File: src/rtl/multi_cycle_mul_if.sv
// Request/response bundle between the execute stage (master) and the
// iterative multiplier (slave).
interface multi_cycle_mul_if #(
   parameter int XLEN = 64
);
   logic              valid;
   logic              rs1_signed;
   logic              rs2_signed;
   logic              mul_32;
   logic [XLEN-1:0]   rs1_data;
   logic [XLEN-1:0]   rs2_data;
   logic              ready;
   logic [2*XLEN-1:0] mul_result;

   modport master (
      output valid, rs1_signed, rs2_signed, mul_32, rs1_data, rs2_data,
      input  ready, mul_result
   );

   modport slave (
      input  valid, rs1_signed, rs2_signed, mul_32, rs1_data, rs2_data,
      output ready, mul_result
   );
endinterface

File: src/rtl/multi_cycle_mul.sv
// Iterative radix-4 Booth multiplier for the RV64M multiply group.
// Retires one Booth digit per cycle and returns the full 2*XLEN product.
module multi_cycle_mul #(
   parameter int XLEN = 64
) (
   input logic              clk,
   input logic              rst,
   multi_cycle_mul_if.slave bus
);
   localparam int EXT  = XLEN + 2;
   localparam int PPW  = EXT + 2;
   localparam int ACC  = 2 * EXT + 2;
   localparam int HALF = XLEN / 2;
   localparam int CNTW = 6;
   localparam int LAST = EXT / 2 - 1;

   typedef enum logic [1:0] {IDLE, BUSY, DONE} state_t;

   state_t          state;
   logic [EXT-1:0]  mcand;
   logic [EXT:0]    mplier;
   logic [ACC-1:0]  acc;
   logic [CNTW-1:0] count;
   logic            ready_q;

   logic [EXT-1:0]  rs1_ext;
   logic [EXT-1:0]  rs2_ext;
   logic [PPW-1:0]  mcand_sx;
   logic [PPW-1:0]  pp;
   logic [ACC-1:0]  acc_sum;
   logic [ACC-1:0]  acc_next;

   // Word ops take the low half and extend from bit HALF-1 instead of XLEN-1.
   function automatic logic [EXT-1:0] extend_op(input logic [XLEN-1:0] op,
                                                input logic is_signed,
                                                input logic word);
      logic [EXT-1:0] ext;
      logic           fill;
      if (word) begin
         fill = is_signed & op[HALF-1];
         ext  = {{(EXT-HALF){fill}}, op[HALF-1:0]};
      end else begin
         fill = is_signed & op[XLEN-1];
         ext  = {{(EXT-XLEN){fill}}, op};
      end
      return ext;
   endfunction

   always_comb begin
      rs1_ext = extend_op(bus.rs1_data, bus.rs1_signed, bus.mul_32);
      rs2_ext = extend_op(bus.rs2_data, bus.rs2_signed, bus.mul_32);
   end

   // The multiplier register carries an implicit b[-1]=0 in its LSB, so the
   // current Booth triplet is always mplier[2:0].
   always_comb begin
      mcand_sx = {{2{mcand[EXT-1]}}, mcand};
      pp       = '0;
      case (mplier[2:0])
         3'b001, 3'b010: pp = mcand_sx;
         3'b011:         pp = mcand_sx << 1;
         3'b100:         pp = -(mcand_sx << 1);
         3'b101, 3'b110: pp = -mcand_sx;
         default:        pp = '0;
      endcase
      acc_sum  = acc + {pp, {(ACC-PPW){1'b0}}};
      acc_next = {{2{acc_sum[ACC-1]}}, acc_sum[ACC-1:2]};
   end

   // Partial products enter at the top of the accumulator and slide down two
   // bits per step, so after the last digit the product sits at bit 0.
   always_ff @(posedge clk) begin
      if (rst) begin
         state   <= IDLE;
         count   <= '0;
         acc     <= '0;
         mcand   <= '0;
         mplier  <= '0;
         ready_q <= 1'b0;
      end else begin
         case (state)
            IDLE: begin
               ready_q <= 1'b0;
               if (bus.valid) begin
                  mcand  <= rs1_ext;
                  mplier <= {rs2_ext, 1'b0};
                  acc    <= '0;
                  count  <= '0;
                  if (rs1_ext == '0 || rs2_ext == '0) begin
                     state   <= DONE;
                     ready_q <= 1'b1;
                  end else begin
                     state <= BUSY;
                  end
               end
            end
            BUSY: begin
               if (bus.valid) begin
                  acc    <= acc_next;
                  mplier <= {{2{mplier[EXT]}}, mplier[EXT:2]};
                  count  <= count + 1'b1;
                  if (count == CNTW'(LAST)) begin
                     state   <= DONE;
                     ready_q <= 1'b1;
                  end
               end else begin
                  state <= IDLE;
                  acc   <= '0;
                  count <= '0;
               end
            end
            DONE: begin
               state   <= IDLE;
               ready_q <= 1'b0;
            end
            default: begin
               state   <= IDLE;
               ready_q <= 1'b0;
            end
         endcase
      end
   end

   assign bus.ready      = ready_q;
   assign bus.mul_result = acc[2*XLEN-1:0];
endmodule

File: src/flat_wrapper.sv
// flat-port wrapper written by rule: the top's interface ports become plain ports
module multi_cycle_mul_flat 
#(
   parameter int XLEN = 64
)
  (clk, rst, bus_valid, bus_rs1_signed, bus_rs2_signed, bus_mul_32, bus_rs1_data, bus_rs2_data, bus_ready, bus_mul_result);
  multi_cycle_mul_if #(.XLEN(XLEN)) bus_i ();
  input logic clk;
  input logic rst;
  input wire logic [$bits(bus_i.valid)-1:0] bus_valid;
  input wire logic [$bits(bus_i.rs1_signed)-1:0] bus_rs1_signed;
  input wire logic [$bits(bus_i.rs2_signed)-1:0] bus_rs2_signed;
  input wire logic [$bits(bus_i.mul_32)-1:0] bus_mul_32;
  input wire logic [$bits(bus_i.rs1_data)-1:0] bus_rs1_data;
  input wire logic [$bits(bus_i.rs2_data)-1:0] bus_rs2_data;
  output wire logic [$bits(bus_i.ready)-1:0] bus_ready;
  output wire logic [$bits(bus_i.mul_result)-1:0] bus_mul_result;
  assign bus_i.valid = bus_valid;
  assign bus_i.rs1_signed = bus_rs1_signed;
  assign bus_i.rs2_signed = bus_rs2_signed;
  assign bus_i.mul_32 = bus_mul_32;
  assign bus_i.rs1_data = bus_rs1_data;
  assign bus_i.rs2_data = bus_rs2_data;
  assign bus_ready = bus_i.ready;
  assign bus_mul_result = bus_i.mul_result;
  multi_cycle_mul #(.XLEN(XLEN)) u_core (.clk(clk), .rst(rst), .bus(bus_i));
endmodule
File: config.mk
export PLATFORM = sky130hd
export DESIGN_NAME = multi_cycle_mul_flat
export DESIGN_NICKNAME = d
export VERILOG_FILES = /design/src/rtl/multi_cycle_mul_if.sv /design/src/rtl/multi_cycle_mul.sv /design/src/flat_wrapper.sv
export SDC_FILE = /design/constraint.sdc
export NUM_CORES = 1
export LEC_CHECK = 0
export CORE_ASPECT_RATIO = 1.25
export CORE_UTILIZATION = 54
export DETAILED_ROUTE_END_ITERATION = 12
export GPL_TIMING_DRIVEN = 0
export PLACE_DENSITY = 0.79
export SLEW_MARGIN = 20
export SYNTH_ARGS = -nofsm -noshare
export SYNTH_HDL_FRONTEND = slang
export SYNTH_SLANG_ARGS = --single-unit
File: constraint.sdc
create_clock -name clk -period 7.1 [get_ports clk]
set_clock_uncertainty 0.2 [all_clocks]
set_input_delay 1.42 -clock clk [delete_from_list [all_inputs] [get_ports clk]]
set_output_delay 1.42 -clock clk [all_outputs]
set_load 0.05 [all_outputs]
==> metrics.txt <==
most frequent cells in the layout 291 x nor2_1, 288 x nand2_1, 273 x dfxtp_1, 261 x clkdlybuf4s50_1, 189 x o21ai_0; Vias about 20000; vias per cell 6.17; PortBufs approximately 260; post-route ant nets 0; Slew HR 24.3%; Crit Path Class reg2reg; Worst setup startpoint u_core.mcand[7]; outcome finished, final reports clean; clk_lat worst skew 0.58 ns; TNS Setup 0 ns; DP Wirelength 50.3 mm; final WL 65.7 mm; number of buffers created by CTS 30; most common cell after layout, fill and taps aside nor2_1; Hold Path Class reg2reg; DR DRC count 0; Routed WL per cell about 20 um; H-tree Lvls 1; worst r2r src u_core.mcand[7]; CP endpoint u_core.acc[129]; post-layout min period between 6 and 7 ns; initial antenna violation count 1; largest net degree at the start of global routing 15; largest cells by area after synthesis dfxtp_1 29%, a22oi_1 7.1%, nor2_1 5.8%, nand2_1 5.7%, buf_4 5.1%; Max Cap Violations 0; Seq/Total Area, Yosys 28.9%; peak supply drop 0.188 mV; die extent in x 169 um; Reg clk slew, reported paths 0.07 ns; Tcrit/Tclk final 97.8%; post-synth top area cell dfxtp_1; placed cell count approximately 3300; die area 35800 sq um; # IOs 263; CP Capture Type flip-flop; CP Data Required Time 7.38 ns; area share of the leading cell type in the synthesized netlist between 20% and 30%; Placement Setup Slack -0.0551 ns; R2R depth 20; Initial Util 54.8%; unrepaired setup endpoints after global routing no; Final Hold Vio Count 0; #FFs+latches synth 273; clk buf depth 3; crit path launch type flip-flop; vias in the first global route 19600; Unique masters post-synth 80; synth warn 0; CTS tree done; first-pass GRT wire length 102 mm; final std cells w/o fill ~3300; global placer's final weighted congestion 1.00; TritonRoute pass-1 iters 7; Antenna Cells 0; Synthesized Nets 2753; reg-to-reg critical path endpoint u_core.acc[129]; core area 34500 sq um; final worst setup slack 0.154 ns; layout overhead on the synthesized area 22.5%; clk sinks 273; Critical Path AT 7.22 ns; number of synthesized flops with an enable pin 0; top_reg_cell synth dfxtp_1; Crit Path Max Fanout 10; Slew @ Worst Pin 1.13 ns; fin nets 3048; CTS Root Cell clkbuf_16; Max Slew Vio Count 0; Mean Syn Cell Area 7.42 sq um; Rows 76; Final setup violation count 0; P_leak 8.87 nW; async set or reset register ratio after synthesis 0%; gr usage total 35.7%; initial drt markers around 1900; FF-to-FF setup slack around 0.15 ns; total congestion overflow 0; Fmax 144 MHz; Die Span Y 211 um; CTS Hold Bufs 0; synthesized cell area 18900 sq um; power density cells 182 nW/um^2; fraction of layout cells with a size suffix above 1 under 10%; Syn Inst Count 2548; Min Hold Slack around 0.26 ns
[area by class of cell]
| type | instances | area, sq um |
|---|---|---|
| multi-input combinational | 1917 | 11700 |
| fill | 3066 | 11300 |
| sequential | 273 | 5470 |
| timing repair buffer | 263 | 2630 |
| buffer | 324 | 1710 |
| clock buffer | 41 | 853 |
| tap | 468 | 586 |
| clock inverter | 13 | 143 |
| inverter | 34 | 128 |
[cell families (layout without fill, tap and decap cells)]
group           after synthesis  count (layout)  synth area share [%]
simple gates                893             893                  21.9
compound gates              795             795                  27.2
buf+inv                     358             675                  9.72
flops                       273             273                  28.9
xor+xnor                    122             122                  5.65
fa+ha+maj                    71              71                  4.74
mux                          36              36                  1.91
[critical path, stage by stage (launching register included)]
cell and delay [ns]:
dfxtp_1 0.29, clkbuf_1 0.22, nor4_1 0.62, nand4_1 0.35, or4_1 0.56, or3_1 0.39, nand2b_1 0.22, or3_1 0.37
o211a_1 0.22, o21ai_0 0.45, ha_1 0.39, a21oi_1 0.25, o21ai_0 0.18, a221oi_1 0.34, o221ai_1 0.25, a21oi_1 0.22
o21ai_0 0.18, o21ai_1 0.33, a211oi_1 0.15, or3_1 0.39, a32o_1 0.24
[registers in the layout (all words and copies together), names as in the netlist]
signal            flops
u_core.acc          132
u_core.bus.ready      1
u_core.count          6
u_core.mcand         65
u_core.mplier        67
u_core.state          2
[per-layer routing]
metal  part of all wire [%]  routed length [um]  vias to the layer above  GRT usage, %
met5                  0.017                  11                        -             0
met4                    6.1                4010                        2          21.1
met3                    8.2                5360                      239          6.95
met2                     47               31100                     1022          60.9
met1                     38               25100                     9608          41.3
li1                       -                   -                     9678             -
[worst min path at each step]
| stage | from | end | slack [ns] | cells past startpoint |
|---|---|---|---|---|
| after floorplan | u_core.mplier[33] | u_core.mplier[33] | 0.24 | 2 |
| after global placement | u_core.mplier[36] | u_core.mplier[36] | 0.24 | 2 |
| after detailed placement | u_core.mplier[35] | u_core.mplier[35] | 0.25 | 2 |
| after CTS | u_core.mplier[35] | u_core.mplier[35] | 0.26 | 2 |
| after global routing | u_core.mplier[35] | u_core.mplier[35] | 0.28 | 2 |
| final | u_core.mplier[41] | u_core.mplier[41] | 0.26 | 2 |
[timing repair]
| item | CTS | global route |
|---|---|---|
| setup endpoints to repair | 5 | 10 |
| pin swaps | 0 | 1 |
| gates cloned | 0 | 0 |
| buffers inserted | 0 | 2 |
| resized for setup | 2 | 7 |
[through the flow]
step                total power [W]  util (%)  instance area (sq um)
floorplan                   0.00229         -                  18900
global placement            0.00259      64.1                  22100
detailed placement          0.00262      64.1                  22100
CTS                         0.00420      67.0                  23100
global route                0.00437      67.1                  23200
finish                      0.00422      67.1                  23200
[Yosys cell counts, drive strengths merged (18+ instances only)]
library cell / number
a211oi: 78
a21o: 38
a21oi: 179
a22oi: 179
buf: 150
clkbuf: 174
dfxtp: 273
ha: 70
inv: 33
mux2i: 35
nand2: 289
nand2b: 18
nand3: 26
nand4: 30
nor2: 291
nor2b: 26
nor3: 56
nor4: 52
o21ai: 192
o221ai: 22
or3: 46
xnor2: 89
xor2: 33
[power by group]
part / switching, W / internal (W)
logic: 0.000616 / 0.000356
registers: 0.0000539 / 0.00159
clock network: 0.000682 / 0.000916
total: 0.00135 / 0.00287
Note: power is estimated with default switching activity, not from simulation.
